$ cat config.mk
export PLATFORM = sky130hd
export DESIGN_NAME = conv_scheduler_flat
export DESIGN_NICKNAME = d
export VERILOG_FILES = /design/src/rtl/conv_scheduler_if.sv /design/src/rtl/conv_scheduler.sv /design/src/flat_wrapper.sv
export SDC_FILE = /design/constraint.sdc
export NUM_CORES = 1
export LEC_CHECK = 0
export ABC_AREA = 1
export CORE_MARGIN = 2
export CORE_UTILIZATION = 55
export CTS_BUF_LIST = sky130_fd_sc_hd__clkbuf_8
export DETAILED_ROUTE_END_ITERATION = 7
export MAX_ROUTING_LAYER = met4
export PLACE_DENSITY = 0.79
export SKIP_CTS_REPAIR_TIMING = 1
export SLEW_MARGIN = 20
export SYNTH_ARGS = -nofsm -noshare
export SYNTH_HDL_FRONTEND = slang
export SYNTH_SLANG_ARGS = --single-unit
$ cat constraint.sdc
create_clock -name clk -period 2.1 [get_ports clk]
set_input_delay 0.21 -clock clk [delete_from_list [all_inputs] [get_ports clk]]
set_output_delay 0.21 -clock clk [all_outputs]
set_load 0.005 [all_outputs]
$ cat src/rtl/conv_scheduler_if.sv
// Handshake bundle between the convolution job controller, its requester and the memory/engine blocks.
// The master drives the job request and capture indication; the slave (the scheduler) drives the strobes and status.
interface conv_scheduler_if;
  logic       start_i;
  logic [2:0] mode_mask_i;
  logic       done_capture_i;
  logic       run_valid_o;
  logic       PE_valid_o;
  logic       SA_3x3_valid_o;
  logic       SA_2x2_valid_o;
  logic       busy_o;
  logic       done_o;
  logic       err_o;
  logic [1:0] phase_o;

  modport master (
    output start_i, mode_mask_i, done_capture_i,
    input  run_valid_o, PE_valid_o, SA_3x3_valid_o, SA_2x2_valid_o,
    input  busy_o, done_o, err_o, phase_o
  );

  modport slave (
    input  start_i, mode_mask_i, done_capture_i,
    output run_valid_o, PE_valid_o, SA_3x3_valid_o, SA_2x2_valid_o,
    output busy_o, done_o, err_o, phase_o
  );
endinterface

$ cat src/rtl/conv_scheduler.sv
// Sequences one convolution job: operand load, capture wait with timeout, then the enabled
// compute phases (PE, SA 3x3, SA 2x2) separated by single gap cycles, ending in a done pulse.
module conv_scheduler #(
  parameter int LOAD_CYC    = 3,
  parameter int COMPUTE_CYC = 6,
  parameter int TIMEOUT     = 15
) (
  input  logic             clk,
  input  logic             reset,
  conv_scheduler_if.slave  bus
);

  localparam int MAX_LC  = (LOAD_CYC > COMPUTE_CYC) ? LOAD_CYC : COMPUTE_CYC;
  localparam int MAX_CYC = (MAX_LC > TIMEOUT) ? MAX_LC : TIMEOUT;
  localparam int CNT_W   = $clog2(MAX_CYC + 1);

  localparam logic [CNT_W-1:0] LOAD_LAST = CNT_W'(LOAD_CYC - 1);
  localparam logic [CNT_W-1:0] CMP_LAST  = CNT_W'(COMPUTE_CYC - 1);
  localparam logic [CNT_W-1:0] TO_LAST   = CNT_W'(TIMEOUT - 1);
  localparam logic [CNT_W-1:0] CNT_MAX   = '1;

  typedef enum logic [3:0] {
    S_IDLE,
    S_LOAD,
    S_WAIT_CAP,
    S_PE,
    S_SA3,
    S_SA2,
    S_GAP,
    S_DONE,
    S_ERR
  } state_t;

  state_t           state;
  state_t           state_nxt;
  state_t           gap_tgt;
  state_t           gap_tgt_nxt;
  state_t           follow_on;
  logic [CNT_W-1:0] cnt;
  logic             cap_seen;
  logic [2:0]       mask;
  logic             start_acc;

  // First enabled phase at or after position idx (0 PE, 1 SA3, 2 SA2); DONE when none remain.
  function automatic state_t phase_from(input logic [2:0] m, input logic [1:0] idx);
    state_t r;
    r = S_DONE;
    if (m[2] && (idx <= 2'd2)) r = S_SA2;
    if (m[1] && (idx <= 2'd1)) r = S_SA3;
    if (m[0] && (idx == 2'd0)) r = S_PE;
    return r;
  endfunction

  function automatic logic [1:0] phase_code(input state_t s);
    logic [1:0] r;
    case (s)
      S_PE:    r = 2'd1;
      S_SA3:   r = 2'd2;
      S_SA2:   r = 2'd3;
      default: r = 2'd0;
    endcase
    return r;
  endfunction

  assign start_acc = ((state == S_IDLE) || (state == S_ERR)) && bus.start_i;

  always_comb begin
    state_nxt   = state;
    gap_tgt_nxt = gap_tgt;
    follow_on   = S_DONE;
    case (state)
      S_IDLE, S_ERR: begin
        if (bus.start_i) state_nxt = S_LOAD;
      end
      S_LOAD: begin
        if (cnt == LOAD_LAST) begin
          if (cap_seen || bus.done_capture_i) state_nxt = phase_from(mask, 2'd0);
          else                                state_nxt = S_WAIT_CAP;
        end
      end
      S_WAIT_CAP: begin
        // A capture arriving in the final allowed cycle beats the timeout.
        if (bus.done_capture_i)   state_nxt = phase_from(mask, 2'd0);
        else if (cnt == TO_LAST)  state_nxt = S_ERR;
      end
      S_PE: begin
        if (cnt == CMP_LAST) begin
          follow_on = phase_from(mask, 2'd1);
          if (follow_on == S_DONE) begin
            state_nxt = S_DONE;
          end else begin
            state_nxt   = S_GAP;
            gap_tgt_nxt = follow_on;
          end
        end
      end
      S_SA3: begin
        if (cnt == CMP_LAST) begin
          follow_on = phase_from(mask, 2'd2);
          if (follow_on == S_DONE) begin
            state_nxt = S_DONE;
          end else begin
            state_nxt   = S_GAP;
            gap_tgt_nxt = follow_on;
          end
        end
      end
      S_SA2: begin
        if (cnt == CMP_LAST) state_nxt = S_DONE;
      end
      S_GAP:   state_nxt = gap_tgt;
      S_DONE:  state_nxt = S_IDLE;
      default: state_nxt = S_IDLE;
    endcase
  end

  // Outputs are registered from the next state so they line up with the state register.
  always_ff @(posedge clk or negedge reset) begin
    if (!reset) begin
      state              <= S_IDLE;
      gap_tgt            <= S_IDLE;
      cnt                <= '0;
      cap_seen           <= 1'b0;
      mask               <= 3'b000;
      bus.run_valid_o    <= 1'b0;
      bus.PE_valid_o     <= 1'b0;
      bus.SA_3x3_valid_o <= 1'b0;
      bus.SA_2x2_valid_o <= 1'b0;
      bus.busy_o         <= 1'b0;
      bus.done_o         <= 1'b0;
      bus.err_o          <= 1'b0;
      bus.phase_o        <= 2'd0;
    end else begin
      state   <= state_nxt;
      gap_tgt <= gap_tgt_nxt;

      if (state_nxt != state)  cnt <= '0;
      else if (cnt != CNT_MAX) cnt <= cnt + 1'b1;

      if (start_acc) begin
        mask     <= bus.mode_mask_i;
        cap_seen <= 1'b0;
      end else if ((state == S_LOAD) && bus.done_capture_i) begin
        cap_seen <= 1'b1;
      end

      bus.run_valid_o    <= (state_nxt == S_LOAD);
      bus.PE_valid_o     <= (state_nxt == S_PE);
      bus.SA_3x3_valid_o <= (state_nxt == S_SA3);
      bus.SA_2x2_valid_o <= (state_nxt == S_SA2);
      bus.busy_o         <= (state_nxt != S_IDLE) && (state_nxt != S_ERR);
      bus.done_o         <= (state_nxt == S_DONE);
      bus.err_o          <= (state_nxt == S_ERR);
      bus.phase_o        <= phase_code(state_nxt);
    end
  end

endmodule

$ cat src/flat_wrapper.sv
// flat-port wrapper written by rule: the top's interface ports become plain ports
module conv_scheduler_flat 
#(
  parameter int LOAD_CYC    = 3,
  parameter int COMPUTE_CYC = 6,
  parameter int TIMEOUT     = 15
)
  (clk, reset, bus_start_i, bus_mode_mask_i, bus_done_capture_i, bus_run_valid_o, bus_PE_valid_o, bus_SA_3x3_valid_o, bus_SA_2x2_valid_o, bus_busy_o, bus_done_o, bus_err_o, bus_phase_o);
  conv_scheduler_if bus_i ();
  input  logic clk;
  input  logic reset;
  input wire logic [$bits(bus_i.start_i)-1:0] bus_start_i;
  input wire logic [$bits(bus_i.mode_mask_i)-1:0] bus_mode_mask_i;
  input wire logic [$bits(bus_i.done_capture_i)-1:0] bus_done_capture_i;
  output wire logic [$bits(bus_i.run_valid_o)-1:0] bus_run_valid_o;
  output wire logic [$bits(bus_i.PE_valid_o)-1:0] bus_PE_valid_o;
  output wire logic [$bits(bus_i.SA_3x3_valid_o)-1:0] bus_SA_3x3_valid_o;
  output wire logic [$bits(bus_i.SA_2x2_valid_o)-1:0] bus_SA_2x2_valid_o;
  output wire logic [$bits(bus_i.busy_o)-1:0] bus_busy_o;
  output wire logic [$bits(bus_i.done_o)-1:0] bus_done_o;
  output wire logic [$bits(bus_i.err_o)-1:0] bus_err_o;
  output wire logic [$bits(bus_i.phase_o)-1:0] bus_phase_o;
  assign bus_i.start_i = bus_start_i;
  assign bus_i.mode_mask_i = bus_mode_mask_i;
  assign bus_i.done_capture_i = bus_done_capture_i;
  assign bus_run_valid_o = bus_i.run_valid_o;
  assign bus_PE_valid_o = bus_i.PE_valid_o;
  assign bus_SA_3x3_valid_o = bus_i.SA_3x3_valid_o;
  assign bus_SA_2x2_valid_o = bus_i.SA_2x2_valid_o;
  assign bus_busy_o = bus_i.busy_o;
  assign bus_done_o = bus_i.done_o;
  assign bus_err_o = bus_i.err_o;
  assign bus_phase_o = bus_i.phase_o;
  conv_scheduler #(.LOAD_CYC(LOAD_CYC), .COMPUTE_CYC(COMPUTE_CYC), .TIMEOUT(TIMEOUT)) u_core (.clk(clk), .reset(reset), .bus(bus_i));
endmodule
==> flow_summary.rst, run 1 <==
.. list-table::
   :header-rows: 1

   * - Metric
     - Value
   * - Outcome
     - finished, final reports clean
   * - Cell count after synthesis
     - 177
   * - Unrepaired setup endpoints after global routing
     - false
   * - Die width
     - 52.8 um
   * - Count of endpoints failing setup in the final report
     - 0
   * - Largest net degree at the start of global routing
     - 25
   * - Final worst clock skew
     - 0.00578 ns
   * - Dominant cell by count in the synthesized netlist
     - sky130_fd_sc_hd__nand2_1
   * - Number of buffers and inverters on the critical path
     - 1
   * - Nets in the synthesized netlist
     - 187
   * - Path class of the lowest-slack min-delay path
     - primary input to async pin
   * - Kind of end point of the critical path
     - flip-flop
   * - Total area of sequential cells
     - 601 um^2
   * - Post-route standard cell area excluding fillers
     - 1570 um^2
   * - CTS tree
     - done
   * - Overflow after GRT
     - 0
   * - Syn_area_per_cell
     - 7.40 um^2
   * - Total clock sinks
     - 24
   * - Highest metal used
     - met4
   * - Fin. max-slew vios
     - 0
   * - Vias in the first global route
     - 1,144
   * - Relative max-transition margin
     - 0.678
   * - Layout overhead on the synthesized area
     - 19.8%
   * - Filler instances
     - 176
   * - Setup slack after layout
     - 0.211 ns
   * - Sequential fraction of the synthesis area
     - 0.458
   * - Cell family with most CP delay
     - simple AND/OR/NAND/NOR gates
   * - Metal2 WL
     - 1460 um
   * - Transition at the pin with the smallest max-transition slack
     - 0.479 ns
   * - Placed inst area
     - 1500 um^2
   * - Highest fanout seen on the critical path
     - 7
   * - Detailed Route WL
     - 2930 um
   * - CP startpoint kind
     - flip-flop
   * - Leakage power
     - 0.847 nW
   * - Count of maximum capacitance violations
     - 0
   * - Via/cell ratio
     - 5.38
   * - Clock insertion delay at the later pin of the skew report
     - 0.27 ns
   * - Number of top-level pins
     - 16
   * - Total of warnings raised by yosys
     - 0
   * - Total power density per cell area
     - 1290 nW/um^2
   * - Prevailing post-synth register cell
     - sky130_fd_sc_hd__dfrtp_1
   * - Required time reported for the critical path endpoint
     - 2.26 ns
   * - Number of nets in the finished design
     - 207
   * - Synth Cell Area
     - 1310 um^2
   * - Number of rows in the core area
     - 17
   * - Share of the clock period used by the worst path after layout
     - 0.900
   * - Most common cell type on the critical path
     - sky130_fd_sc_hd__nand2_1
   * - Most instantiated cells after synthesis
     - sky130_fd_sc_hd__nand2_1 (53), sky130_fd_sc_hd__dfrtp_1 (24), sky130_fd_sc_hd__inv_1 (24)
   * - Reg2reg start
     - u_core.cnt[1]$_DFFE_PN0P_
   * - Number of antenna violations at the first check in global routing
     - 0
   * - Final critical delay including setup and external delays
     - 1.89 ns
   * - Wire length of the first global-routing pass
     - 4920 um
   * - DRC violations left
     - 0
   * - Drt wl/cell
     - 13.1 um
   * - Worst hold-check slack
     - 0.290 ns
   * - Antenna Violating Nets Remaining
     - 0
   * - Maximum cell stage delay along the critical path
     - 0.43 ns
   * - GRT Util Overall
     - 0.254
   * - Seq cells post-synth
     - 24
   * - Number of enable-type register cells in the synthesized netlist
     - 0
   * - Crit path kind
     - flip-flop to flip-flop
   * - WL met1
     - 1240 um
   * - Hold Vio Cnt, Final
     - 0
   * - Fraction of final layout cells with drive strength greater than 1
     - 0.102
   * - Clk pin slew, worst setup/hold paths
     - 0.09 ns
   * - Met3 routed WL
     - 134 um
   * - Share of the synthesized area in the top cell type
     - 0.458
   * - Detailed router's first-iteration violation count
     - 38
   * - Highest clock rate
     - 529 MHz
   * - Die Ht
     - 52.8 um
   * - Pre-CTS setup slack
     - 0.179 ns
   * - Clock buffer depth
     - 2
   * - Cell type contributing the most total cell area after synthesis
     - sky130_fd_sc_hd__dfrtp_1
   * - Vias after detailed routing
     - 1,204
   * - Data arrival time of the critical path
     - 2.05 ns
   * - Starting Density
     - 0.587
   * - Library cell used as clock root buffer
     - sky130_fd_sc_hd__clkbuf_8
   * - Number of H-tree branching levels
     - 1
   * - Area of the placeable core
     - 2230 um^2
   * - CP startpoint
     - u_core.cnt[1]$_DFFE_PN0P_
   * - Slowest stage cell on the critical path
     - sky130_fd_sc_hd__dfrtp_1
   * - Total area of multi-input combinational cells
     - 599 um^2
   * - Overall die area
     - 2790 um^2
   * - Half-perimeter wire length of the detailed placement result
     - 2100 um
   * - Cells taking the most area after synthesis
     - sky130_fd_sc_hd__dfrtp_1 (46%), sky130_fd_sc_hd__nand2_1 (15%), sky130_fd_sc_hd__inv_1 (6.9%)
   * - Max rail drop VDD
     - 0.812 mV
   * - Number of antenna repair diodes
     - 0
   * - Port Buffers
     - 15
   * - Final weighted congestion of routability-driven global placement
     - 0.923
   * - Library cells used by synthesis
     - 21
   * - Fraction of registers with async set/reset
     - 1.00
   * - DRT Pass-1 Iters
     - 4
   * - Fin Setup TNS
     - 0 ns
   * - TritonCTS Buffers
     - 3
   * - Critical Path, Cell by Cell
     - inv_1 > ha_1 > nand3_1 > nand2_1 > o21ai_0 > nand2_1 > nand2_1 > nor2_1 > nand2_2 > nand2_1 > nand2_1 > nand2_1 > nor2_1
[cells in the final DEF (no fill, tap or decap), drive strengths merged]
cell / n
nand4: 2
nor2: 24
nand3b: 1
inv: 28
nand3: 16
o21a: 2
ha: 3
bufinv: 1
and3: 1
o21bai: 1
clkdlybuf4s50: 15
o21ai: 8
nand2: 56
dfrtp: 24
o221ai: 1
buf: 1
a21oi: 4
clkbuf: 3
nor3: 4
xor2: 1
[cell families (layout without fill, tap and decap cells)]
family	count (synthesis)	count (layout)	synth area share
xor gates and xnor gates	1	1	0.00669
AOI/OAI and AO/OA	16	16	0.0697
DFF	24	24	0.458
buffers and inverters	29	48	0.0860
adders and majority gates	3	3	0.0287
and+or+nand+nor	104	104	0.351
[power by group]
part	internal, mW	total [mW]	switching [mW]
clock	0.255	0.409	0.154
combinational	0.345	0.903	0.558
sequential	0.598	0.712	0.113
[metrics by stage]
step,total power [mW],util,cells
2_1_floorplan,1.32,-,177
3_3_place_gp,1.56,0.669,220
3_5_place_dp,1.59,0.669,220
4_1_cts,2.01,0.701,224
5_1_grt,2.18,0.703,224
6_report,2.02,0.703,224
[per-layer routing]
layer	vias to the layer above	track usage
met5	-	-
met4	0	0.124
met3	15	0.0371
met2	36	0.431
met1	562	0.294
li1	591	-
[registers in the layout, indices dropped and copies added (netlist names)]
register / flops
u_core.cnt: 4
u_core.state: 4
u_core.gap_tgt: 3
u_core.mask: 3
u_core.bus.phase_o: 2
u_core.bus.PE_valid_o: 1
u_core.bus.SA_2x2_valid_o: 1
u_core.bus.SA_3x3_valid_o: 1
u_core.bus.busy_o: 1
u_core.bus.done_o: 1
u_core.bus.err_o: 1
u_core.bus.run_valid_o: 1
u_core.cap_seen: 1
[path summary, 6_finish.rpt]
path                                                            end  slack [ns]  cells after the start
worst min register to register        u_core.gap_tgt[2]$_DFFE_PN0P_        0.46                      2
min in group clk                      u_core.gap_tgt[2]$_DFFE_PN0P_        0.46                      2
max in group asynchronous       u_core.bus.SA_2x2_valid_o$_DFF_PN0_        1.57                      2
worst max-delay path                      u_core.cnt[2]$_DFFE_PN0P_        0.21                     13
worst min-delay path                     u_core.mask[2]$_DFFE_PN0P_        0.29                      2
worst max register to register            u_core.cnt[2]$_DFFE_PN0P_        0.21                     13
[cell type report]
class / count / share of cell area
clock inverter: 1 / 0.0191
clock buffer: 3 / 0.0263
inverter: 28 / 0.0670
tap: 28 / 0.0223
multi-input combinational: 124 / 0.382
sequential: 24 / 0.383
timing repair buffer: 16 / 0.100
Power figures use the tool's default switching activity.
==> run 2, diff against run 1 <==
--- a/config.mk
+++ b/config.mk
@@ -10,7 +10,6 @@
 export CORE_UTILIZATION = 55
 export CTS_BUF_LIST = sky130_fd_sc_hd__clkbuf_8
 export DETAILED_ROUTE_END_ITERATION = 7
-export MAX_ROUTING_LAYER = met4
 export PLACE_DENSITY = 0.79
 export SKIP_CTS_REPAIR_TIMING = 1
 export SLEW_MARGIN = 20
==> flow_summary.rst, run 2 (synthesis gave the netlist of run 1 again) <==
.. list-table::
   :header-rows: 1

   * - Metric
     - Value
   * - Starting Density
     - 0.587 (unchanged)
   * - Number of H-tree branching levels
     - 1 (unchanged)
   * - Number of top-level pins
     - 16 (unchanged)
   * - Count of endpoints failing setup in the final report
     - 0 (unchanged)
   * - Path class of the lowest-slack min-delay path
     - primary input to async pin
   * - Largest net degree at the start of global routing
     - 25 (unchanged)
   * - Number of nets in the finished design
     - 207 (unchanged)
   * - Crit path kind
     - flip-flop to flip-flop
   * - Post-route standard cell area excluding fillers
     - 1570 um^2 (unchanged)
   * - Commonest non-fill, non-tap cells in the layout
     - sky130_fd_sc_hd__nand2_1 (53), sky130_fd_sc_hd__inv_1 (24), sky130_fd_sc_hd__dfrtp_1 (24)
   * - Filler instances
     - 176 (unchanged)
   * - Detailed router's first-iteration violation count
     - 38 (unchanged)
   * - Clk pin slew, worst setup/hold paths
     - 0.09 ns (about the same)
   * - Setup slack after layout
     - 0.211 ns (+0.000712 ns)
   * - Count of maximum capacitance violations
     - 0 (unchanged)
   * - TritonCTS Buffers
     - 3 (unchanged)
   * - GRT Util Overall
     - 0.248 (-0.00649)
   * - Slowest stage cell on the critical path
     - sky130_fd_sc_hd__dfrtp_1
   * - Fin. max-slew vios
     - 0 (unchanged)
   * - DRC violations left
     - 0 (unchanged)
   * - Final worst clock skew
     - 0.00502 ns (-0.000765 ns)
   * - Number of antenna violations at the first check in global routing
     - 0 (unchanged)
   * - Detailed Route WL
     - 2940 um (+0.34%)
   * - Worst hold-check slack
     - 0.288 ns (-0.00205 ns)
   * - CP startpoint kind
     - flip-flop
   * - Library cell used as clock root buffer
     - sky130_fd_sc_hd__clkbuf_8
   * - Placed inst area
     - 1500 um^2 (unchanged)
   * - Number of antenna repair diodes
     - 0 (unchanged)
   * - Port Buffers
     - 15 (unchanged)
   * - Total clock sinks
     - 24 (unchanged)
   * - Hold Vio Cnt, Final
     - 0 (unchanged)
   * - Via/cell ratio
     - 5.35 (-0.50%)
   * - Area of the placeable core
     - 2230 um^2 (unchanged)
   * - Drt wl/cell
     - 13.1 um (+0.34%)
   * - Maximum cell stage delay along the critical path
     - 0.43 ns (about the same)
   * - Fin Setup TNS
     - 0 ns (unchanged)
   * - Outcome
     - finished, final reports clean
   * - Overall power after layout
     - 2.02 mW (about the same)
   * - Final weighted congestion of routability-driven global placement
     - 0.908 (-1.7%)
   * - Half-perimeter wire length of the detailed placement result
     - 2100 um (unchanged)
   * - Most common cell type on the critical path
     - sky130_fd_sc_hd__nand2_1
   * - Layout overhead on the synthesized area
     - 19.8% (unchanged)
   * - Highest clock rate
     - 529 MHz (about the same)
   * - Fraction of final layout cells with drive strength greater than 1
     - 0.102 (unchanged)
   * - Critical Path, Cell by Cell
     - inv_1 > ha_1 > nand3_1 > nand2_1 > o21ai_0 > nand2_1 > nand2_1 > nor2_1 > nand2_2 > nand2_1 > nand2_1 > nand2_1 > nor2_1
   * - Cell count after placement
     - 220 (unchanged)
   * - Die width
     - 52.8 um (unchanged)
   * - Clock insertion delay at the later pin of the skew report
     - 0.27 ns (about the same)
   * - Vias after detailed routing
     - 1,198 (-0.50%)
   * - DRT Pass-1 Iters
     - 4 (unchanged)
   * - Unrepaired setup endpoints after global routing
     - false
   * - Kind of end point of the critical path
     - flip-flop
   * - Antenna Violating Nets Remaining
     - 0 (unchanged)
   * - Overflow after GRT
     - 0 (unchanged)
   * - Finished Layout Cells
     - 224 (unchanged)
   * - Clock buffer depth
     - 2 (unchanged)
   * - CTS tree
     - done
   * - Registers with the highest flip-flop counts
     - u_core.cnt x4, u_core.state x4
   * - Leakage power
     - 0.847 nW (unchanged)
   * - Final critical delay including setup and external delays
     - 1.89 ns (-0.000712 ns)
   * - Die Ht
     - 52.8 um (unchanged)
   * - Commonest non-fill, non-tap cell in the layout
     - sky130_fd_sc_hd__nand2_1
   * - Share of the clock period used by the worst path after layout
     - 0.899 (about the same)
   * - Highest fanout seen on the critical path
     - 7 (unchanged)
   * - Transition at the pin with the smallest max-transition slack
     - 0.479 ns (-0.000143 ns)
   * - Total power density per cell area
     - 1290 nW/um^2 (about the same)
   * - Data arrival time of the critical path
     - 2.05 ns (about the same)
   * - Max rail drop VDD
     - 0.812 mV (about the same)
   * - Wire length of the first global-routing pass
     - 4920 um (unchanged)
   * - Utilization of the core after routing
     - 0.703 (unchanged)
   * - Vias in the first global route
     - 1,143 (-0.087%)
   * - Required time reported for the critical path endpoint
     - 2.26 ns (about the same)
   * - Overall die area
     - 2790 um^2 (unchanged)
   * - Pre-CTS setup slack
     - 0.179 ns (unchanged)
   * - Number of rows in the core area
     - 17 (unchanged)
   * - Relative max-transition margin
     - 0.678 (about the same)
==> run 2: per-layer routing <==
metal  part of all wire  wire [um]  GRT usage
met4              0.030         89      0.124
met2               0.50       1460      0.431
met1               0.43       1270      0.294
met5                  0          0          0
met3              0.042        123     0.0371
==> run 2: final timing paths <==
path,startpoint,end,slack (ns),cells after the start
setup / recovery,u_core.cnt[1]$_DFFE_PN0P_,u_core.cnt[2]$_DFFE_PN0P_,0.21,13
hold / removal,reset,u_core.mask[2]$_DFFE_PN0P_,0.29,2
setup reg to reg,u_core.cnt[1]$_DFFE_PN0P_,u_core.cnt[2]$_DFFE_PN0P_,0.21,13
hold reg to reg,u_core.gap_tgt[2]$_DFFE_PN0P_,u_core.gap_tgt[2]$_DFFE_PN0P_,0.46,2
max in group asynchronous,reset,u_core.bus.SA_2x2_valid_o$_DFF_PN0_,1.57,2
min in group clk,u_core.gap_tgt[2]$_DFFE_PN0P_,u_core.gap_tgt[2]$_DFFE_PN0P_,0.46,2
==> run 2: final cells by class <==
cell class	count	area, um^2	area share
flip-flops and latches	24	601	0.383
inverters	28	105	0.0670
repair buffers	16	158	0.100
clock inverters	1	30.0	0.0191
multi-input cells	124	599	0.382
well taps	28	35.0	0.0223
clock buffers	3	41.3	0.0263
==> run 2: critical path: cells and delay by family, from the launching register on <==
kind,cells,cell delay (ns)
compound gates,1,0.08
fa+ha+maj,1,0.14
buf+inv,1,0.10
flops,1,0.43
simple gates,10,1.02
==> run 2: power by group <==
| group | switching, mW | internal (mW) |
|---|---|---|
| combinational | 0.559 | 0.345 |
| sequential | 0.113 | 0.598 |
| clock | 0.154 | 0.255 |
| total | 0.826 | 1.20 |
